[src/rtl/if_sequencer.sv]
// Fetch-stage sequencer: PC/IF-ID/ID-EX write and flush control for load-use
// stalls, taken-branch redirects, and boot/run/halt/single-step sequencing.
module if_sequencer #(
  parameter int BOOT_CYCLES = 4,
  parameter int CNT_W       = 16
) (
  input  logic             clk,
  input  logic             reset,
  input  logic             run,
  input  logic             step,
  input  logic             MemRead_EX,
  input  logic [4:0]       RD_EX,
  input  logic [4:0]       RS1_ID,
  input  logic [4:0]       RS2_ID,
  input  logic             PCSrc_EX,
  output logic             PC_write,
  output logic             PCSrc,
  output logic             IF_ID_write,
  output logic             IF_ID_flush,
  output logic             ID_EX_flush,
  output logic             halted,
  output logic [CNT_W-1:0] stall_cnt,
  output logic [CNT_W-1:0] flush_cnt
);

  localparam int BW = (BOOT_CYCLES > 1) ? $clog2(BOOT_CYCLES) : 1;
  localparam logic [BW-1:0] BOOT_LAST = BW'(BOOT_CYCLES - 1);

  typedef enum logic [1:0] {
    ST_BOOT,
    ST_RUN,
    ST_HALT,
    ST_STEP
  } state_t;

  state_t            state_reg, state_next;
  logic [BW-1:0]     boot_cnt_reg;
  logic [CNT_W-1:0]  stall_cnt_reg, flush_cnt_reg;
  logic              luh;
  logic              stall_apply;
  logic              active;

  assign luh = MemRead_EX & (RD_EX != 5'd0) &
               ((RD_EX == RS1_ID) | (RD_EX == RS2_ID));

  assign active      = (state_reg == ST_RUN) | (state_reg == ST_STEP);
  assign stall_apply = active & luh & ~PCSrc_EX;

  always_comb begin
    PC_write    = 1'b0;
    PCSrc       = 1'b0;
    IF_ID_write = 1'b0;
    IF_ID_flush = 1'b0;
    ID_EX_flush = 1'b0;
    state_next  = state_reg;

    case (state_reg)
      ST_BOOT: begin
        IF_ID_flush = 1'b1;
        ID_EX_flush = 1'b1;
        if (boot_cnt_reg == BOOT_LAST) begin
          state_next = run ? ST_RUN : ST_HALT;
        end
      end
      default: begin
        // A redirect wins everywhere outside BOOT so a draining branch is never lost.
        if (PCSrc_EX) begin
          PCSrc       = 1'b1;
          PC_write    = 1'b1;
          IF_ID_write = 1'b1;
          IF_ID_flush = 1'b1;
          ID_EX_flush = 1'b1;
        end else if (state_reg == ST_HALT || luh) begin
          ID_EX_flush = 1'b1;
        end else begin
          PC_write    = 1'b1;
          IF_ID_write = 1'b1;
        end

        case (state_reg)
          ST_RUN: begin
            if (!run) state_next = ST_HALT;
          end
          ST_HALT: begin
            if (run)       state_next = ST_RUN;
            else if (step) state_next = ST_STEP;
          end
          ST_STEP: begin
            if (run)           state_next = ST_RUN;
            else if (PC_write) state_next = ST_HALT;
          end
          default: state_next = state_reg;
        endcase
      end
    endcase
  end

  always_ff @(posedge clk) begin
    if (reset) begin
      state_reg     <= ST_BOOT;
      boot_cnt_reg  <= '0;
      stall_cnt_reg <= '0;
      flush_cnt_reg <= '0;
    end else begin
      state_reg <= state_next;
      if (state_reg == ST_BOOT && boot_cnt_reg != BOOT_LAST) begin
        boot_cnt_reg <= boot_cnt_reg + BW'(1);
      end
      if (stall_apply && stall_cnt_reg != '1) begin
        stall_cnt_reg <= stall_cnt_reg + CNT_W'(1);
      end
      if (PCSrc && flush_cnt_reg != '1) begin
        flush_cnt_reg <= flush_cnt_reg + CNT_W'(1);
      end
    end
  end

  assign halted    = (state_reg == ST_HALT);
  assign stall_cnt = stall_cnt_reg;
  assign flush_cnt = flush_cnt_reg;

endmodule
[config.mk]
export PLATFORM = sky130hd
export DESIGN_NAME = if_sequencer
export DESIGN_NICKNAME = d
export VERILOG_FILES = /design/src/rtl/if_sequencer.sv
export SDC_FILE = /design/constraint.sdc
export NUM_CORES = 1
export LEC_CHECK = 0
export CAP_MARGIN = 20
export CORE_ASPECT_RATIO = 0.8
export CORE_MARGIN = 1
export CORE_UTILIZATION = 40
export CTS_CLUSTER_DIAMETER = 30
export CTS_CLUSTER_SIZE = 40
export DETAILED_ROUTE_END_ITERATION = 7
export PLACE_DENSITY = 0.77
export SLEW_MARGIN = 5
export SYNTH_ARGS = -nofsm -noshare
export SYNTH_HDL_FRONTEND = slang
export SYNTH_SLANG_ARGS = --single-unit
export TNS_END_PERCENT = 30
[constraint.sdc]
create_clock -name clk -period 6.2 [get_ports clk]
set_input_delay 1.86 -clock clk [delete_from_list [all_inputs] [get_ports clk]]
set_output_delay 1.86 -clock clk [all_outputs]
set_load 0.05 [all_outputs]
# Yosys cells after proc, flatten, opt, wreduce, memory -nomap -nowiden
# Index checks and enable logic that the tools add are counted.
dict set report word_totals {
  ff_bits 36
  output_inout_bits 38
  in_bits 21
}
dict set report op_classes {
  addsub 3
  eq_ne 13
  bitwise_logic 7
  muxes 20
  reduce_logical 8
}
# operator count
set ops {}
lappend ops {{adder 16 x 1 -> 16 bit (second input constant)} 2}
lappend ops {{!= test 16 bit (second input constant)} 2}
lappend ops {{two-way mux 2 bit} 8}
lappend ops {{two-way mux 1 bit} 11}
lappend ops {{== test 5 bit} 2}
lappend ops {{== test 2 bit (second input constant)} 3}
lappend ops {{one-hot mux 2 bit (3 select lines)} 1}
lappend ops {{AND reduction 5 bit} 1}
lappend ops {{nonzero test 5 bit} 1}
lappend ops {{AND 1 bit} 4}
lappend ops {{!= test 2 bit (second input constant)} 2}
lappend ops {{!= test 4 x 2 -> 1 bit (second input constant)} 1}
lappend ops {{!= test 4 x 3 -> 1 bit (second input constant)} 1}
lappend ops {{nonzero test 4 bit} 1}
lappend ops {{logical AND 1 bit} 3}
lappend ops {{!= test 3 x 2 -> 1 bit (second input constant)} 1}
lappend ops {{adder 2 x 1 -> 2 bit (second input constant)} 1}
lappend ops {{== test 2 x 1 -> 1 bit (second input constant)} 1}
lappend ops {{logical NOT 2 bit} 1}
lappend ops {{bitwise OR 1 bit} 2}
lappend ops {{logical OR 1 bit} 1}
lappend ops {{inverter 1 bit} 1}

# Longest topological paths before layout
# Gate-level depths: netlist of run 1.
dict set report logic_depth {
  depth_word 11
  mapped_depth 7
  ltp_nobuf 7
}

# Least setup slack after synthesis of run 1
# OpenSTA, ideal clock, no wires.
dict set report synth_path {
  kind {input to output}
  startpoint {input port RD_EX[1]}
  endpoint {output port PC_write}
  cell_stages 5
  n_path_buf 1
  arrival_time_ps 3958
  path_slack_ps 382
  path_cell_list {or4_4 o21ai_0 o21bai_1 a21oi_1 buf_4}
}
dict set report synth_via {
  elab_chain_len 8
  elab_cells_between_ends 11
}
# element line_no
set synth_rtl {}
lappend synth_rtl {{start: declaration} 12} ;# input logic [4:0] RD_EX,
lappend synth_rtl {{== test 5 bit or nonzero test 5 bit (tied branches)} {44, 43}}
lappend synth_rtl {{bitwise OR 1 bit or AND 1 bit (tied branches)} {44, 43}}
lappend synth_rtl {{AND 1 bit (*)} 43} ;# assign luh = MemRead_EX & (RD_EX != 5'd0) &
lappend synth_rtl {{logical OR 1 bit (*)} 73} ;# end else if (state_reg == ST_HALT || luh) begin
lappend synth_rtl {{two-way mux 1 bit (*)} 73}
lappend synth_rtl {{two-way mux 1 bit (*)} 67} ;# if (PCSrc_EX) begin
lappend synth_rtl {{two-way mux 1 bit (*) (2 in a row)} 57} ;# case (state_reg)
lappend synth_rtl {{end: declaration} 16} ;# output logic PC_write,
# Every way passes the cells marked *; elsewhere a longest branch is shown, timed or not. The select of a mux whose other input is x is not followed.

# Final worst setup path of run 1
dict set report layout_path {
  startpoint {input port RD_EX[1]}
  endpoint {output port IF_ID_write}
}
dict set report layout_via {
  elab_chain_len 7
  elab_cells_between_ends 10
}
# element line_no
set layout_rtl {}
lappend layout_rtl {{== test 5 bit or nonzero test 5 bit (tied branches)} {44, 43}}
lappend layout_rtl {{bitwise OR 1 bit or AND 1 bit (tied branches)} {44, 43}}
lappend layout_rtl {{AND 1 bit (*)} 43}
lappend layout_rtl {{logical OR 1 bit (*)} 73}
lappend layout_rtl {{two-way mux 1 bit (*)} 73}
lappend layout_rtl {{two-way mux 1 bit (*)} 67}
lappend layout_rtl {{two-way mux 1 bit (*)} 57}
lappend layout_rtl {{end: declaration} 18} ;# output logic IF_ID_write,
# Every way passes the cells marked *; elsewhere a longest branch is shown, timed or not.

==> results of run 1 <==
worst min path at each step:
stage | from | to | slack (ps)
after floorplan | boot_cnt_reg[1] | boot_cnt_reg[1] | 460
final | boot_cnt_reg[1] | boot_cnt_reg[1] | 500
after global placement | flush_cnt[14] | flush_cnt[14] | 470
after global routing | stall_cnt[13] | stall_cnt[13] | 540
after CTS | stall_cnt[13] | stall_cnt[13] | 510
after detailed placement | boot_cnt_reg[1] | boot_cnt_reg[1] | 490
through the flow:
step                utilization  total power [mW]  worst slack, ps  area, sq um  instances
finish                    0.551             0.812              271         3010        393
global placement          0.533             0.630              311         2910        386
CTS                       0.551             0.819              229         3010        393
floorplan                     -             0.520              382         2280        257
detailed placement        0.533             0.638              248         2910        386
global route              0.551             0.854              146         3010        393
report_power, final:
group | internal, mW | switching (mW) | total [mW]
logic | 0.144 | 0.224 | 0.368
registers | 0.248 | 0.0181 | 0.266
clock network | 0.0990 | 0.0797 | 0.179
total | 0.491 | 0.321 | 0.812
placed cells by master, fill, tap and decap left out, types with 9 or more instances in the layout:
cell,instances
dfxtp_1,36
nand3_1,11
nor2_1,34
nand2_1,9
xor2_1,20
a21oi_1,16
or4_1,10
clkdlybuf4s50_1,55
cells by family after synthesis:
kind of cell / count (synthesis) / synth area share
and+or+nand+nor: 116 / 0.303
muxes: 8 / 0.0412
DFF: 36 / 0.316
AOI/OAI and AO/OA: 48 / 0.157
adders and majority gates: 8 / 0.0439
xor gates and xnor gates: 24 / 0.0923
buffers and inverters: 17 / 0.0467
worst min-delay path: stages, from the launching register on:
cell	delay (ps)
dfxtp_1	330
mux2i_1	70
nor2_1	70
cell type report:
type                    count  area [sq um]
fillers                   525          2460
multi-input cells         204          1450
flip-flops and latches     36           721
repair buffers             60           613
well taps                  78          97.6
clock buffers               7          96.3
inverters                   8          30.0
metal layers:
| layer | wire length, microns | GRT usage | vias to the layer above |
|---|---|---|---|
| li1 | - | - | 1064 |
| met1 | 2570 | 0.241 | 1035 |
| met3 | 301 | 0.0321 | 10 |
| met2 | 2480 | 0.303 | 62 |
| met4 | 89 | 0.0722 | 0 |
| met5 | 0 | 0 | - |
==> flow_summary.yaml, run 1 <==
timing:
  hold_viol: 0
  final-max-slew-violation-count: 0
  period_needed_ps: 5930
  tightest_slew_ps: 556
  clock-skew-final_ps: 4.10
  maxSlewHeadroom: 0.628
  tns_ps: 0
  whs_ps: 502
  setup_violations: 0
  rsz0062_at_grt: "false"
  fmax_mhz: 169
  post-route-period-util: 0.956
synth:
  syn_area_sq_um: 2280
  synth_top_area_cell: "dfxtp_1"
  syn_avg_cell_area_sq_um: 8.87
  ys_seq_area_frac: 0.316
  synthTopCellsByCount: "dfxtp_1 (36), nor2_1 (34), xor2_1 (20), a21oi_1 (16), nand3_1 (11)"
  synth_edf_count: 0
  yosysWarnings: 0
  async_reset_ff_frac: 0
  synth_top_area_frac: 0.316
  synth-seq-cells: 36
  ys.flop_type: "dfxtp_1"
  synthCells: 257
  syn_nets: 286
  yosys.cell_count.top_type: "dfxtp_1"
  yosys-top-cells-area: "dfxtp_1 (32%), xor2_1 (7.7%), nor2_1 (5.6%)"
  synth_cell_types: 56
finish:
  drive_above_1_share: 0.102
  nets: 344
  antenna_cells: 0
  syn2layout_area_growth_pct: 32.1
pwr:
  power.leakage_nw: 1.05
  irDropWorstVdd_mv: 0.114
  power.density_nw_per_um2: 270
detailed_routing:
  first_pass_iters: 7
  wirelength_microns: 5440
  routedWlPerCell_microns: 13.8
  drtAntennaViolNets: 0
  first_iter_violations: 121
  vias: 2171
  via_per_inst: 5.52
  post-route-drc-count: 1
die:
  die_area_sq_um: 6000
  die_width_microns: 86.4
  core_sq_um: 5470
  initial_core_util: 0.417
  num_rows: 24
  io_pins: 59
  die_y_microns: 69.5
critical_path:
  cp-end-kind: "output port"
  crit_path_end: "IF_ID_write"
  path_max_fanout: 4
  startpoint: "RD_EX[1]"
  cp_data_required_time_ps: 4340
  path_depth: 6
  r2r-start: "flush_cnt[6]"
  worst-setup-path-type: "in2out"
  rr_worst_depth: 4
  cp_num_buf_inv: 2
  cp_top_family: "compound AO/OA/AOI/OAI gates"
  start_kind: "input port"
  cpMaxStageDelayCell: "or4_4"
  cp_cell_sequence: "clkdlybuf4s50_1 -> or4_4 -> o21ai_0 -> o21bai_1 -> a21oi_1 -> buf_12"
  slowest_delay_ps: 580
  regToRegSetupSlack_ps: 4140
  cp.arrival_ps: 4070
  timing.rr.end: "flush_cnt[14]"
cts:
  cts_buffers: 5
  cts_root_buf: "clkbuf_8"
  clock_latency_ps: 280
  post_cts_buffers: 0
  clk_pin_slew_ps: 70
  cts.sinks: 36
  h-tree-depth: 2
  clk_path_buf_depth: 2
  cts_tree: "built"
  post_cts_resized: 0
  cts_hold_buf: 0
grt:
  track_usage: 0.185
  grt_pass1_vias: 2013
  antenna_found_initial: 0
  grt_remaining_overflow: 0
  grt_max_degree: 44
  grt_pass1_wl_microns: 9030
outcome:
  violations: "design-rule violations"
  status: "finished with violations"
hold_path:
  holdCritPathClass: "reg2reg"
  hold_depth: 2
placed_design:
  dp_hpwl_microns: 3840
  finalWeightedCongestion: 0.890
  numPortBuffers: 58
job:
  drv_cap: 0
(Power assumes the default switching activity.)
==> run 2, diff against run 1 <==
Settings changed: CORE_MARGIN 1 to 10.
==> run 2 against run 1 <==
Net effect: the flow now finishes without violations; setup slack lost 25 ps; sequential power about the same; die area increased by 52%; count of clock-buffer cells in the layout stayed put; critical path type unchanged.
==> flow_summary.yaml, run 2 (same netlist as run 1, synthesis figures left out) <==
outcome:
  status: "completed"
critical_path:
  timing.rr.end: "state_reg[1]"
  cp_num_buf_inv: 2
  path_depth: 6
  rr_worst_depth: 7
  cp_data_required_time_ps: 4340
  cp_cell_sequence: "clkdlybuf4s50_1 -> or4_4 -> o21ai_0 -> o21bai_1 -> a21oi_1 -> buf_12"
  cpMaxStageDelayCell: "or4_4"
  cp.arrival_ps: 4090
  cp-end-kind: "output port"
  slowest_delay_ps: 570
  start_kind: "input port"
  r2r-start: "state_reg[0]"
  cp_top_family: "compound AO/OA/AOI/OAI gates"
  path_max_fanout: 4
  regToRegSetupSlack_ps: 4090
  worst-setup-path-type: "in2out"
grt:
  track_usage: 0.129
  grt_max_degree: 44
  grt_remaining_overflow: 0
  grt_pass1_wl_microns: 9840
  grt_pass1_vias: 2032
  antenna_found_initial: 0
cts:
  cts_root_buf: "clkbuf_8"
  h-tree-depth: 2
  cts_buffers: 5
  clk_path_buf_depth: 2
  cts_hold_buf: 0
  cts_tree: "built"
  clock_latency_ps: 280
  cts.sinks: 36
  clk_pin_slew_ps: 70
  post_cts_resized: 0
  post_cts_buffers: 0
placed_design:
  pre_cts_ws_ps: 272
  place_area_sq_um: 2910
  numPortBuffers: 58
  dp_hpwl_microns: 4500
  dp_cells: 386
  finalWeightedCongestion: 0.797
timing:
  post-route-period-util: 0.960
  fin_ws_ps: 246
  tightest_slew_ps: 532
  tns_ps: 0
  setup_violations: 0
  fmax_mhz: 168
  whs_ps: 495
  period_needed_ps: 5950
  hold_viol: 0
  clock-skew-final_ps: 4.04
  maxSlewHeadroom: 0.644
  final-max-slew-violation-count: 0
  rsz0062_at_grt: "false"
die:
  core_sq_um: 5500
  initial_core_util: 0.415
  num_rows: 24
  die_width_microns: 104
  die_area_sq_um: 9130
  io_pins: 59
  die_y_microns: 87.5
finish:
  fin_util: 0.553
  final_area_sq_um: 3040
  final_cells: 394
  antenna_cells: 0
  final_cell_mix: "clkdlybuf4s50_1 (55), dfxtp_1 (36), nor2_1 (34)"
  final_common_cell: "clkdlybuf4s50_1"
  syn2layout_area_growth_pct: 33.4
  nets: 344
  drive_above_1_share: 0.104
detailed_routing:
  drtAntennaViolNets: 0
  post-route-drc-count: 0
  routedWlPerCell_microns: 15.6
  wirelength_microns: 6150
  via_per_inst: 5.42
  first_iter_violations: 99
  first_pass_iters: 4
  vias: 2134
hold_path:
  hold_depth: 2
  holdCritPathClass: "reg2reg"
  worstHoldEndpoint: "flush_cnt[14]"
  holdCritStartpoint: "flush_cnt[14]"
pwr:
  power_uw: 868
  power.density_nw_per_um2: 286
  power.leakage_nw: 1.06
  irDropWorstVdd_mv: 0.120
job:
  drv_cap: 0
==> run 2: cell types whose count changed in the layout (fill, tap and decap cells not counted) <==
cell       previous run  this run
bufinv_16             0         1
==> run 2: worst reg2reg max path: stages (launching register included) <==
cell and delay (ps):
dfxtp_1 430, inv_1 130, ha_1 310, nor2b_1 230
a21oi_1 320, a31oi_1 120, or3_1 370, a31oi_1 130
==> run 2: area by class of cell <==
| cell class | count | area [sq um] |
|---|---|---|
| tap | 78 | 97.6 |
| clock inverter | 1 | 30.0 |
| multi-input combinational | 204 | 1450 |
| sequential | 36 | 721 |
| timing repair buffer | 60 | 613 |
| fill | 506 | 2460 |
| inverter | 8 | 30.0 |
| clock buffer | 7 | 96.3 |
==> run 2: layer usage <==
metal | up-vias | global-route usage | share of wire
met5 | - | 0 | 0
li1 | 1055 | - | -
met1 | 1010 | 0.159 | 0.48
met3 | 7 | 0.0355 | 0.048
met2 | 62 | 0.212 | 0.46
met4 | 0 | 0.0479 | 0.012
==> run 2: worst max path at each step <==
stage | end | from | slack, ps
detailed placement | IF_ID_write | RD_EX[1] | 270
finish | IF_ID_write | RD_EX[1] | 250
floorplan | PC_write | RD_EX[1] | 380
global placement | IF_ID_write | RD_EX[1] | 350
CTS | IF_ID_write | RD_EX[1] | 250
global route | IF_ID_write | RD_EX[1] | 90
==> run 2: power by group <==
group | internal [mW] | leakage [nW] | switching (mW)
registers | 0.248 | 0.291 | 0.0190
clock network | 0.142 | 0.0645 | 0.0822
logic | 0.145 | 0.707 | 0.233
total | 0.534 | 1.06 | 0.334
==> run 3, diff against run 2 <==
Settings changed: SETUP_SLACK_MARGIN from default to 0.15.
==> run 3 against run 2 <==
Net effect: sequential share of layout area about the same; clock power about the same; global-route usage unchanged; critical path type unchanged.
==> flow_summary.yaml, run 3 (same netlist as run 1, synthesis figures left out) <==
finish:
  antenna_cells: 0
  drive_above_1_share: 0.108
  final_cells: 394
  final_common_cell: "clkdlybuf4s50_1"
  final_cell_mix: "clkdlybuf4s50_1 (55), dfxtp_1 (36), nor2_1 (34)"
  final_area_sq_um: 3040
  syn2layout_area_growth_pct: 33.6
  nets: 344
pwr:
  irDropWorstVdd_mv: 0.120
  netSwitchingFraction: 0.386
  p_comb_frac: 0.438
  power.leakage_nw: 1.06
  p_clk_frac: 0.257
  power.density_nw_per_um2: 286
  power.internal_uw: 535
  pwr-share-seq: 0.305
  power.switching_uw: 336
critical_path:
  r2r-start: "state_reg[0]"
  rr_worst_depth: 7
  cp_data_required_time_ps: 4340
  worst-setup-path-type: "in2out"
  cp.arrival_ps: 3960
  start_kind: "input port"
  path_max_fanout: 4
  cp-end-kind: "output port"
  regToRegSetupSlack_ps: 4080
  timing.rr.end: "state_reg[1]"
job:
  drv_cap: 0
cts:
  cts_hold_buf: 0
  cts.sinks: 36
  h-tree-depth: 2
  cts_buffers: 5
  clk_path_buf_depth: 2
  clk_pin_slew_ps: 70
  clock_latency_ps: 280
  cts_root_buf: "clkbuf_8"
  cts_tree: "built"
timing:
  whs_ps: 493
  period_needed_ps: 5820
  fmax_mhz: 172
  clock-skew-final_ps: 4.17
  setup_violations: 0
  post-route-period-util: 0.939
  hold_viol: 0
  final-max-slew-violation-count: 0
  maxSlewHeadroom: 0.644
  rsz0062_at_grt: "false"
  tns_ps: 0
  fin_ws_ps: 380
  tightest_slew_ps: 532
placed_design:
  dp_cells: 386
  dp_hpwl_microns: 4500
  place_area_sq_um: 2910
  pre_cts_ws_ps: 272
  finalWeightedCongestion: 0.797
  numPortBuffers: 58
die:
  io_pins: 59
  die_width_microns: 104
  die_area_sq_um: 9130
  initial_core_util: 0.415
  num_rows: 24
  core_sq_um: 5500
  die_y_microns: 87.5
detailed_routing:
  first_iter_violations: 96
  first_pass_iters: 4
  routedWlPerCell_microns: 15.6
  via_per_inst: 5.43
  drtAntennaViolNets: 0
  post-route-drc-count: 0
  wirelength_microns: 6130
  vias: 2140
hold_path:
  hold_depth: 2
  holdCritPathClass: "reg2reg"
  holdCritStartpoint: "flush_cnt[14]"
  worstHoldEndpoint: "flush_cnt[14]"
outcome:
  status: "completed"
grt:
  grt_pass1_wl_microns: 9840
  grt_max_degree: 44
  grt_remaining_overflow: 0
  track_usage: 0.129
  grt_pass1_vias: 2032
  antenna_found_initial: 0
## run 3: cell counts in the layout (fill, tap and decap cells not counted)
No cell type changed its count.
## run 3: cell type report
class | count | area, sq um
inverters | 8 | 30.0
multi-input cells | 204 | 1460
well taps | 78 | 97.6
clock inverters | 1 | 30.0
clock buffers | 7 | 96.3
fillers | 505 | 2450
repair buffers | 60 | 613
flip-flops and latches | 36 | 721
## run 3: timing repair
| action | CTS | global route |
|---|---|---|
| gates resized for setup | 0 | 1 |
| endpoints found under the hold margin | 0 | 0 |
| setup buffers | 0 | 0 |
| setup endpoints to repair | 0 | 2 |
## run 3: worst max-delay path by stage
stage	from	slack, ps	to
5_1_grt	RD_EX[1]	250	IF_ID_write
4_1_cts	RD_EX[1]	250	IF_ID_write
3_3_place_gp	RD_EX[1]	350	IF_ID_write
3_5_place_dp	RD_EX[1]	270	IF_ID_write
6_report	RD_EX[1]	380	IF_ID_write
2_1_floorplan	RD_EX[1]	380	PC_write
## run 3: critical path: stages
cell             delay (ps)
clkdlybuf4s50_1         470
or4_4                   570
o21ai_0                 310
o21bai_1                240
a21oi_2                 340
buf_12                  180
## run 3: routing by layer
| layer | up-vias | GRT usage | wire (microns) |
|---|---|---|---|
| li1 | 1055 | - | - |
| met1 | 1023 | 0.159 | 2930 |
| met2 | 55 | 0.212 | 2850 |
| met3 | 7 | 0.0355 | 276 |
| met4 | 0 | 0.0479 | 74 |
| met5 | - | 0 | 0 |
## run 3: power by group through the flow
stage | clock network (mW) | logic, mW | registers, mW
3_5_place_dp | 0 | 0.376 | 0.270
5_1_grt | 0.241 | 0.407 | 0.268
2_1_floorplan | 0 | 0.242 | 0.278
4_1_cts | 0.229 | 0.378 | 0.265
3_3_place_gp | 0 | 0.366 | 0.270
6_report | 0.224 | 0.381 | 0.266
## run 3: per-stage QoR
stage	utilization	total power, mW
floorplan	-	0.520
global placement	0.530	0.635
detailed placement	0.530	0.647
CTS	0.553	0.872
global route	0.554	0.915
finish	0.554	0.872
